**config.mk**
```make
export PLATFORM = sky130hd
export DESIGN_NAME = packet_transmitter
export DESIGN_NICKNAME = d
export VERILOG_FILES = /design/src/rtl/uart_pkg.sv /design/src/rtl/uart_tx_byte.sv /design/src/rtl/packet_transmitter.sv
export SDC_FILE = /design/constraint.sdc
export NUM_CORES = 1
export LEC_CHECK = 0
export CORE_ASPECT_RATIO = 1.5
export CORE_MARGIN = 3
export CORE_UTILIZATION = 50
export CTS_BUF_LIST = sky130_fd_sc_hd__clkbuf_16
export DETAILED_ROUTE_END_ITERATION = 16
export GPL_TIMING_DRIVEN = 0
export PLACE_DENSITY = 0.71
export SYNTH_ARGS = -nofsm -noshare
export SYNTH_HDL_FRONTEND = slang
export SYNTH_HIERARCHICAL = 1
export SYNTH_SLANG_ARGS = --single-unit
export TNS_END_PERCENT = 10
```
**constraint.sdc**
```tcl
create_clock -name clk -period 8.1 [get_ports clk]
set_input_delay 2.43 -clock clk [delete_from_list [all_inputs] [get_ports clk]]
set_output_delay 2.43 -clock clk [all_outputs]
set_load 0.005 [all_outputs]
```
**src/rtl/uart_pkg.sv**
```systemverilog
// Shared UART definitions: protocol command codes, the packet framing states
// and the baud divisor helper.
package uart_pkg;

    localparam logic [7:0] CMD_SETIMG = 8'h53;
    localparam logic [7:0] CMD_GETIMG = 8'h43;
    localparam logic [7:0] CMD_RDSR   = 8'h52;
    localparam logic [7:0] CMD_RDCR   = 8'h45;
    localparam logic [7:0] CMD_WRCR   = 8'h47;
    localparam logic [7:0] CMD_ADDR   = 8'h41;
    localparam logic [7:0] CMD_RDDATA = 8'h56;
    localparam logic [7:0] CMD_WRDATA = 8'h4B;

    typedef enum logic [2:0] {
        ST_IDLE,
        ST_SEND_CMD,
        ST_SEND_LEN,
        ST_LOAD,
        ST_SEND_DATA,
        ST_SEND_CHK,
        ST_DONE
    } tx_state_t;

    // Clocks per bit, rounded to the nearest integer.
    function automatic int calc_div(input int clock, input int baud);
        return (clock + baud / 2) / baud;
    endfunction

endpackage

```
**src/rtl/uart_tx_byte.sv**
```systemverilog
// Serializes one byte as start bit, 8 data bits, optional parity and one stop bit.
// byte_done/ready are high in the final stop-bit cycle so the next byte can follow with no gap.
module uart_tx_byte
    import uart_pkg::*;
#(
    parameter int    CLOCK     = 50_000_000,
    parameter int    BAUD      = 115_200,
    parameter string PARITY    = "NO",
    parameter string FIRST_BIT = "LSB"
) (
    input  logic       clk,
    input  logic       reset,
    input  logic       load,
    input  logic [7:0] data,
    output logic       txd,
    output logic       ready,
    output logic       byte_done
);

    localparam int DIV        = calc_div(CLOCK, BAUD);
    localparam int CW         = (DIV > 1) ? $clog2(DIV) : 1;
    localparam bit HAS_PARITY = (PARITY != "NO");
    localparam int NBITS      = HAS_PARITY ? 11 : 10;
    localparam logic [CW-1:0] LAST_TICK = CW'(DIV - 1);
    localparam logic [3:0]    LAST_BIT  = 4'(NBITS - 1);

    logic          active;
    logic [CW-1:0] baud_cnt;
    logic [3:0]    bit_idx;
    logic [9:0]    shift_reg;
    logic [7:0]    ordered;
    logic          parity_bit;
    logic [9:0]    frame;
    logic          last_tick;

    // Everything after the start bit, packed so it shifts out from bit 0.
    always_comb begin
        ordered = data;
        if (FIRST_BIT == "MSB") begin
            for (int i = 0; i < 8; i++) begin
                ordered[i] = data[7-i];
            end
        end
        parity_bit = (PARITY == "ODD") ? ~^data : ^data;
        frame      = HAS_PARITY ? {1'b1, parity_bit, ordered} : {2'b11, ordered};
    end

    assign last_tick = active && (baud_cnt == LAST_TICK) && (bit_idx == LAST_BIT);
    assign byte_done = last_tick;
    assign ready     = !active || last_tick;

    always_ff @(posedge clk or negedge reset) begin
        if (!reset) begin
            active    <= 1'b0;
            baud_cnt  <= '0;
            bit_idx   <= '0;
            shift_reg <= '1;
            txd       <= 1'b1;
        end else if (load && ready) begin
            active    <= 1'b1;
            baud_cnt  <= '0;
            bit_idx   <= '0;
            shift_reg <= frame;
            txd       <= 1'b0;
        end else if (active) begin
            if (baud_cnt == LAST_TICK) begin
                baud_cnt <= '0;
                if (bit_idx == LAST_BIT) begin
                    active <= 1'b0;
                    txd    <= 1'b1;
                end else begin
                    bit_idx   <= bit_idx + 4'd1;
                    txd       <= shift_reg[0];
                    shift_reg <= {1'b1, shift_reg[9:1]};
                end
            end else begin
                baud_cnt <= baud_cnt + 1'b1;
            end
        end
    end

endmodule

```
**src/rtl/packet_transmitter.sv**
```systemverilog
// Frames one response packet (CMD, LEN, payload from buffer RAM, inverted checksum)
// and hands each byte to the byte serializer.
module packet_transmitter
    import uart_pkg::*;
#(
    parameter int    CLOCK     = 50_000_000,
    parameter int    BAUD      = 115_200,
    parameter string PARITY    = "NO",
    parameter string FIRST_BIT = "LSB",
    parameter int    NUMBER    = 256,
    localparam int   AW        = (NUMBER > 1) ? $clog2(NUMBER) : 1
) (
    input  logic          clk,
    input  logic          reset,
    input  logic          start,
    input  logic [7:0]    cmd_tx,
    input  logic [7:0]    len_tx,
    output logic [AW-1:0] rd_addr,
    input  logic [7:0]    rd_data,
    output logic          txd,
    output logic          busy,
    output logic          tx_done
);

    tx_state_t  state, next_state;
    logic [7:0] len_q;
    logic [7:0] checksum;
    logic [7:0] pay_cnt;
    logic       byte_load;
    logic [7:0] byte_data;
    logic       byte_ready;
    logic       byte_done;
    logic       last_payload;
    logic [AW-1:0] next_addr;

    assign last_payload = (pay_cnt == len_q - 8'd1);
    assign next_addr    = (rd_addr == AW'(NUMBER - 1)) ? '0 : rd_addr + 1'b1;
    assign busy         = (state != ST_IDLE) && (state != ST_DONE);
    assign tx_done      = (state == ST_DONE);

    uart_tx_byte #(
        .CLOCK     (CLOCK),
        .BAUD      (BAUD),
        .PARITY    (PARITY),
        .FIRST_BIT (FIRST_BIT)
    ) u_byte (
        .clk       (clk),
        .reset     (reset),
        .load      (byte_load),
        .data      (byte_data),
        .txd       (txd),
        .ready     (byte_ready),
        .byte_done (byte_done)
    );

    // Each next byte is loaded in the final stop-bit cycle of the current one, keeping the line gapless.
    always_comb begin
        next_state = state;
        byte_load  = 1'b0;
        byte_data  = cmd_tx;
        case (state)
            ST_IDLE: begin
                if (start && byte_ready) begin
                    byte_load  = 1'b1;
                    next_state = ST_SEND_CMD;
                end
            end
            ST_SEND_CMD: begin
                if (byte_done) begin
                    byte_load  = 1'b1;
                    byte_data  = len_q;
                    next_state = ST_SEND_LEN;
                end
            end
            ST_SEND_LEN: begin
                if (byte_done) begin
                    if (len_q == 8'd0) begin
                        byte_load  = 1'b1;
                        byte_data  = ~checksum;
                        next_state = ST_SEND_CHK;
                    end else begin
                        next_state = ST_LOAD;
                    end
                end
            end
            ST_LOAD: begin
                byte_load  = 1'b1;
                byte_data  = rd_data;
                next_state = ST_SEND_DATA;
            end
            ST_SEND_DATA: begin
                if (byte_done) begin
                    if (last_payload) begin
                        byte_load  = 1'b1;
                        byte_data  = ~checksum;
                        next_state = ST_SEND_CHK;
                    end else begin
                        next_state = ST_LOAD;
                    end
                end
            end
            ST_SEND_CHK: begin
                if (byte_done) begin
                    next_state = ST_DONE;
                end
            end
            ST_DONE: next_state = ST_IDLE;
            default: next_state = ST_IDLE;
        endcase
    end

    // rd_addr advances when a byte is captured so the RAM output is ready by the next LOAD,
    // and stops at the last payload address instead of running one past it.
    always_ff @(posedge clk or negedge reset) begin
        if (!reset) begin
            state    <= ST_IDLE;
            len_q    <= '0;
            checksum <= '0;
            pay_cnt  <= '0;
            rd_addr  <= '0;
        end else begin
            state <= next_state;
            case (state)
                ST_IDLE: begin
                    if (start && byte_ready) begin
                        len_q    <= len_tx;
                        checksum <= cmd_tx;
                        pay_cnt  <= '0;
                        rd_addr  <= '0;
                    end
                end
                ST_SEND_CMD: begin
                    if (byte_done) begin
                        checksum <= checksum + len_q;
                    end
                end
                ST_SEND_LEN: begin
                    if (byte_done) begin
                        rd_addr <= '0;
                    end
                end
                ST_LOAD: begin
                    checksum <= checksum + rd_data;
                    if (!last_payload) begin
                        rd_addr <= next_addr;
                    end
                end
                ST_SEND_DATA: begin
                    if (byte_done) begin
                        pay_cnt <= pay_cnt + 8'd1;
                    end
                end
                default: ;
            endcase
        end
    end

endmodule

```
==> results.txt <==
Status -> finished clean
Fin area -> 5140 um2
Die height -> 119 um
Max stage delay cell, worst path -> nor2_1
Drt via density -> 6.07
Maximum clock rate -> 0.200 GHz
H-tree lvl count -> 3
Detailed Route WL -> 12.1 mm
VDD IR-drop max -> 0.158 mV
Syn avg cell area -> 8.54 um2
Post-synthesis sequential area ratio -> 0.343
Number of synthesized register bits -> 58
Pwr dens -> 155 nW/um2
Fin crit share -> 0.617
Final slew viol count -> 0
Slew HR -> 0.505
Post-DP Area -> 4780 um2
Crit-path leading delay family -> simple AND/OR/NAND/NOR gates
Syn Inst Count -> 499
DRT Pass-1 Iters -> 5
Ports -> 38
Clk sink count -> 58
Placer congestion estimate -> 0.959
Setup Crit Path Kind -> input pin to register
Dpl hpwl -> 8.82 mm
Clock transition at path regs -> 0.05 ns
Crit-path cells -> clkdlybuf4s50_1 -> nand3_1 -> nor2_1 -> nor2_1 -> o31ai_1 -> buf_2 -> o21ai_0 -> nor3_1 -> xnor2_1 -> nor2_1
First-pass GRT wire length -> 19.1 mm
Count leader, synth -> nand2_1
Drt initial violations -> 326
Final TNS setup -> 0 ns
Vias in the first global route -> 3920
Layout cell share with drive strength beyond 1 -> 0.0995
Die width -> 81.4 um
Buffers on Ports -> 37
Clk Latency, worst-skew pair -> 0.34 ns
Slew @ Worst Pin -> 0.738 ns
Reg2Reg Depth -> 15
CTS max path bufs -> 2
Number of buffers created by CTS -> 9
Total Routing Usage GR -> 0.257
Routed length per instance -> 18.3 um
Hold crit path type -> register to register
Core Region -> 8160 um2
Setup Buffers After CTS -> 0
Tmin final -> 5.00 ns
Synth cell types -> 67
Prevailing post-synth register cell -> dfrtp_1
Cell taking the most area after synthesis -> dfrtp_1
Largest register by flop count -> u_byte/baud_cnt
Startpoint types -> input pin
CP Max Fanout -> 10
Final ANT Viol Nets -> 0
Mapped cell area -> 4260 um2
Buf/Inv on CP -> 2
Commonest cells in the netlist -> 63 x nand2_1, 49 x dfrtp_1, 43 x nor2_1
Most frequent CP cell -> nor2_1
Critical Path End Type -> register
FP Rows -> 40
Final net count -> 591
Largest stage delay, worst path -> 0.62 ns
Worst EP required -> 8.31 ns
Critical path depth -> 10
Layout area overhead -> 20.5%
Residual DRC count -> 0
Clock root buffer -> clkbuf_16
Initial Util -> 0.523
Largest register FFs -> 9
CP arrival -> 5.20 ns
Ys async rst share -> 1.00
Antenna violations before repair -> 0
CTS Hold Buffers Added -> 0
Reg area -> 1460 um2
CTS resizes -> 0
Combined area of the multi-input logic cells -> 2630 um2
Number of synthesized flops with an enable pin -> 0
Largest net degree at the start of global routing -> 38
Synth area leaders -> dfrtp_1 29%, dfstp_2 5.5%, nand2_1 5.5%
Via count -> 3993
Skew final -> 0.00535 ns
Max Cap Viol -> 0
Final Hold Fails -> 0
RSZ-0062 raised after global routing -> no
Leak -> 2.27 nW
Die area -> 9690 um2
Fill cells -> 730
Cells on Worst Hold Path -> 2
Syn Nets -> 542
Syn. warnings -> 6
CTS tree -> done
GRT overflow -> 0
Final setup fails -> 0
Diodes inserted -> 0
Post-synth top area share -> 0.288
==> path summary, 6_finish.rpt <==
kind | from | endpoint | slack [ns]
worst min-delay path | u_byte/shift_reg[7]$_DFFE_PN1P_ | u_byte/shift_reg[7]$_DFFE_PN1P_ | 0.54
min in group asynchronous | reset | checksum[1]$_DFFE_PN0P_ | 2.07
worst max register to register | state[2]$_DFFE_PN0P_ | checksum[6]$_DFFE_PN0P_ | 4.10
worst max-delay path | start | u_byte/baud_cnt[8]$_DFFE_PN0P_ | 3.10
worst min register to register | u_byte/shift_reg[7]$_DFFE_PN1P_ | u_byte/shift_reg[7]$_DFFE_PN1P_ | 0.54
max in group asynchronous | reset | u_byte/shift_reg[7]$_DFFE_PN1P_ | 5.38
==> cell type report <==
type | count | area share
plain buffers | 25 | 0.0219
multi-input cells | 400 | 0.511
clock buffers | 9 | 0.0438
repair buffers | 38 | 0.0750
inverters | 16 | 0.0117
flip-flops and latches | 58 | 0.285
clock inverters | 7 | 0.0258
well taps | 105 | 0.0256
==> tightest hold or removal path: cells and delay by family (launching register included) <==
kind	cells	cell delay [ns]
flip-flops	1	0.37
AO/OA/AOI/OAI	1	0.10
AND/OR/NAND/NOR	1	0.06
==> layout by cell type, fill, tap and decap left out, types with 4 or more instances in the layout <==
| cell type | Yosys | layout |
|---|---|---|
| buf_2 | 6 | 7 |
| dfrtp_1 | 49 | 49 |
| clkbuf_16 | 0 | 9 |
| ha_1 | 15 | 15 |
| and3_1 | 7 | 7 |
| nor2_1 | 43 | 43 |
| a211oi_1 | 10 | 10 |
| clkbuf_1 | 16 | 16 |
| mux2i_1 | 14 | 14 |
| o21ai_0 | 41 | 41 |
| inv_1 | 16 | 17 |
| a2bb2oi_1 | 7 | 7 |
| bufinv_16 | 0 | 4 |
| o221a_1 | 7 | 7 |
| nand2_1 | 63 | 63 |
| a21oi_1 | 41 | 41 |
| xnor2_1 | 18 | 18 |
| xor2_1 | 11 | 11 |
| mux2_2 | 7 | 7 |
| nand3_1 | 15 | 15 |
| clkdlybuf4s50_1 | 0 | 36 |
| dfstp_2 | 9 | 9 |
| a31oi_1 | 10 | 10 |
| a21o_1 | 13 | 13 |
| nand4_1 | 7 | 7 |
| o21bai_1 | 9 | 9 |
==> metrics by stage <==
step	utilization	power (mW)	std cells	hold slack, ns	worst slack, ns
detailed placement	0.586	0.339	642	0.540	2.79
global placement	0.584	0.337	641	0.527	2.64
CTS	0.630	0.805	658	0.548	3.12
finish	0.630	0.798	658	0.543	3.10
global route	0.630	0.823	658	0.562	2.90
floorplan	-	0.313	499	0.495	3.87
==> cell families (layout without fill, tap and decap cells) <==
kind of cell | Yosys count | count (layout) | share of synthesized area
adders and majority gates | 16 | 16 | 0.0487
DFF | 58 | 58 | 0.343
and+or+nand+nor | 169 | 169 | 0.204
xor gates and xnor gates | 29 | 29 | 0.0596
buffers and inverters | 41 | 95 | 0.0405
AOI/OAI and AO/OA | 165 | 165 | 0.253
muxes | 21 | 21 | 0.0514
==> metal layers <==
metal	vias to the layer above	GRT usage	wire length [um]
li1	1914	-	-
met1	1899	0.293	4730
met2	154	0.454	6430
met3	26	0.0477	607
met4	0	0.112	299
met5	-	0	0
==> power by group <==
| part | internal, mW | switching, mW | total [mW] |
|---|---|---|---|
| Combinational | 0.0205 | 0.0196 | 0.0401 |
| Clock | 0.328 | 0.134 | 0.463 |
| Sequential | 0.292 | 0.00299 | 0.295 |
| Total | 0.641 | 0.157 | 0.798 |
Note: power is estimated with default switching activity, not from simulation.
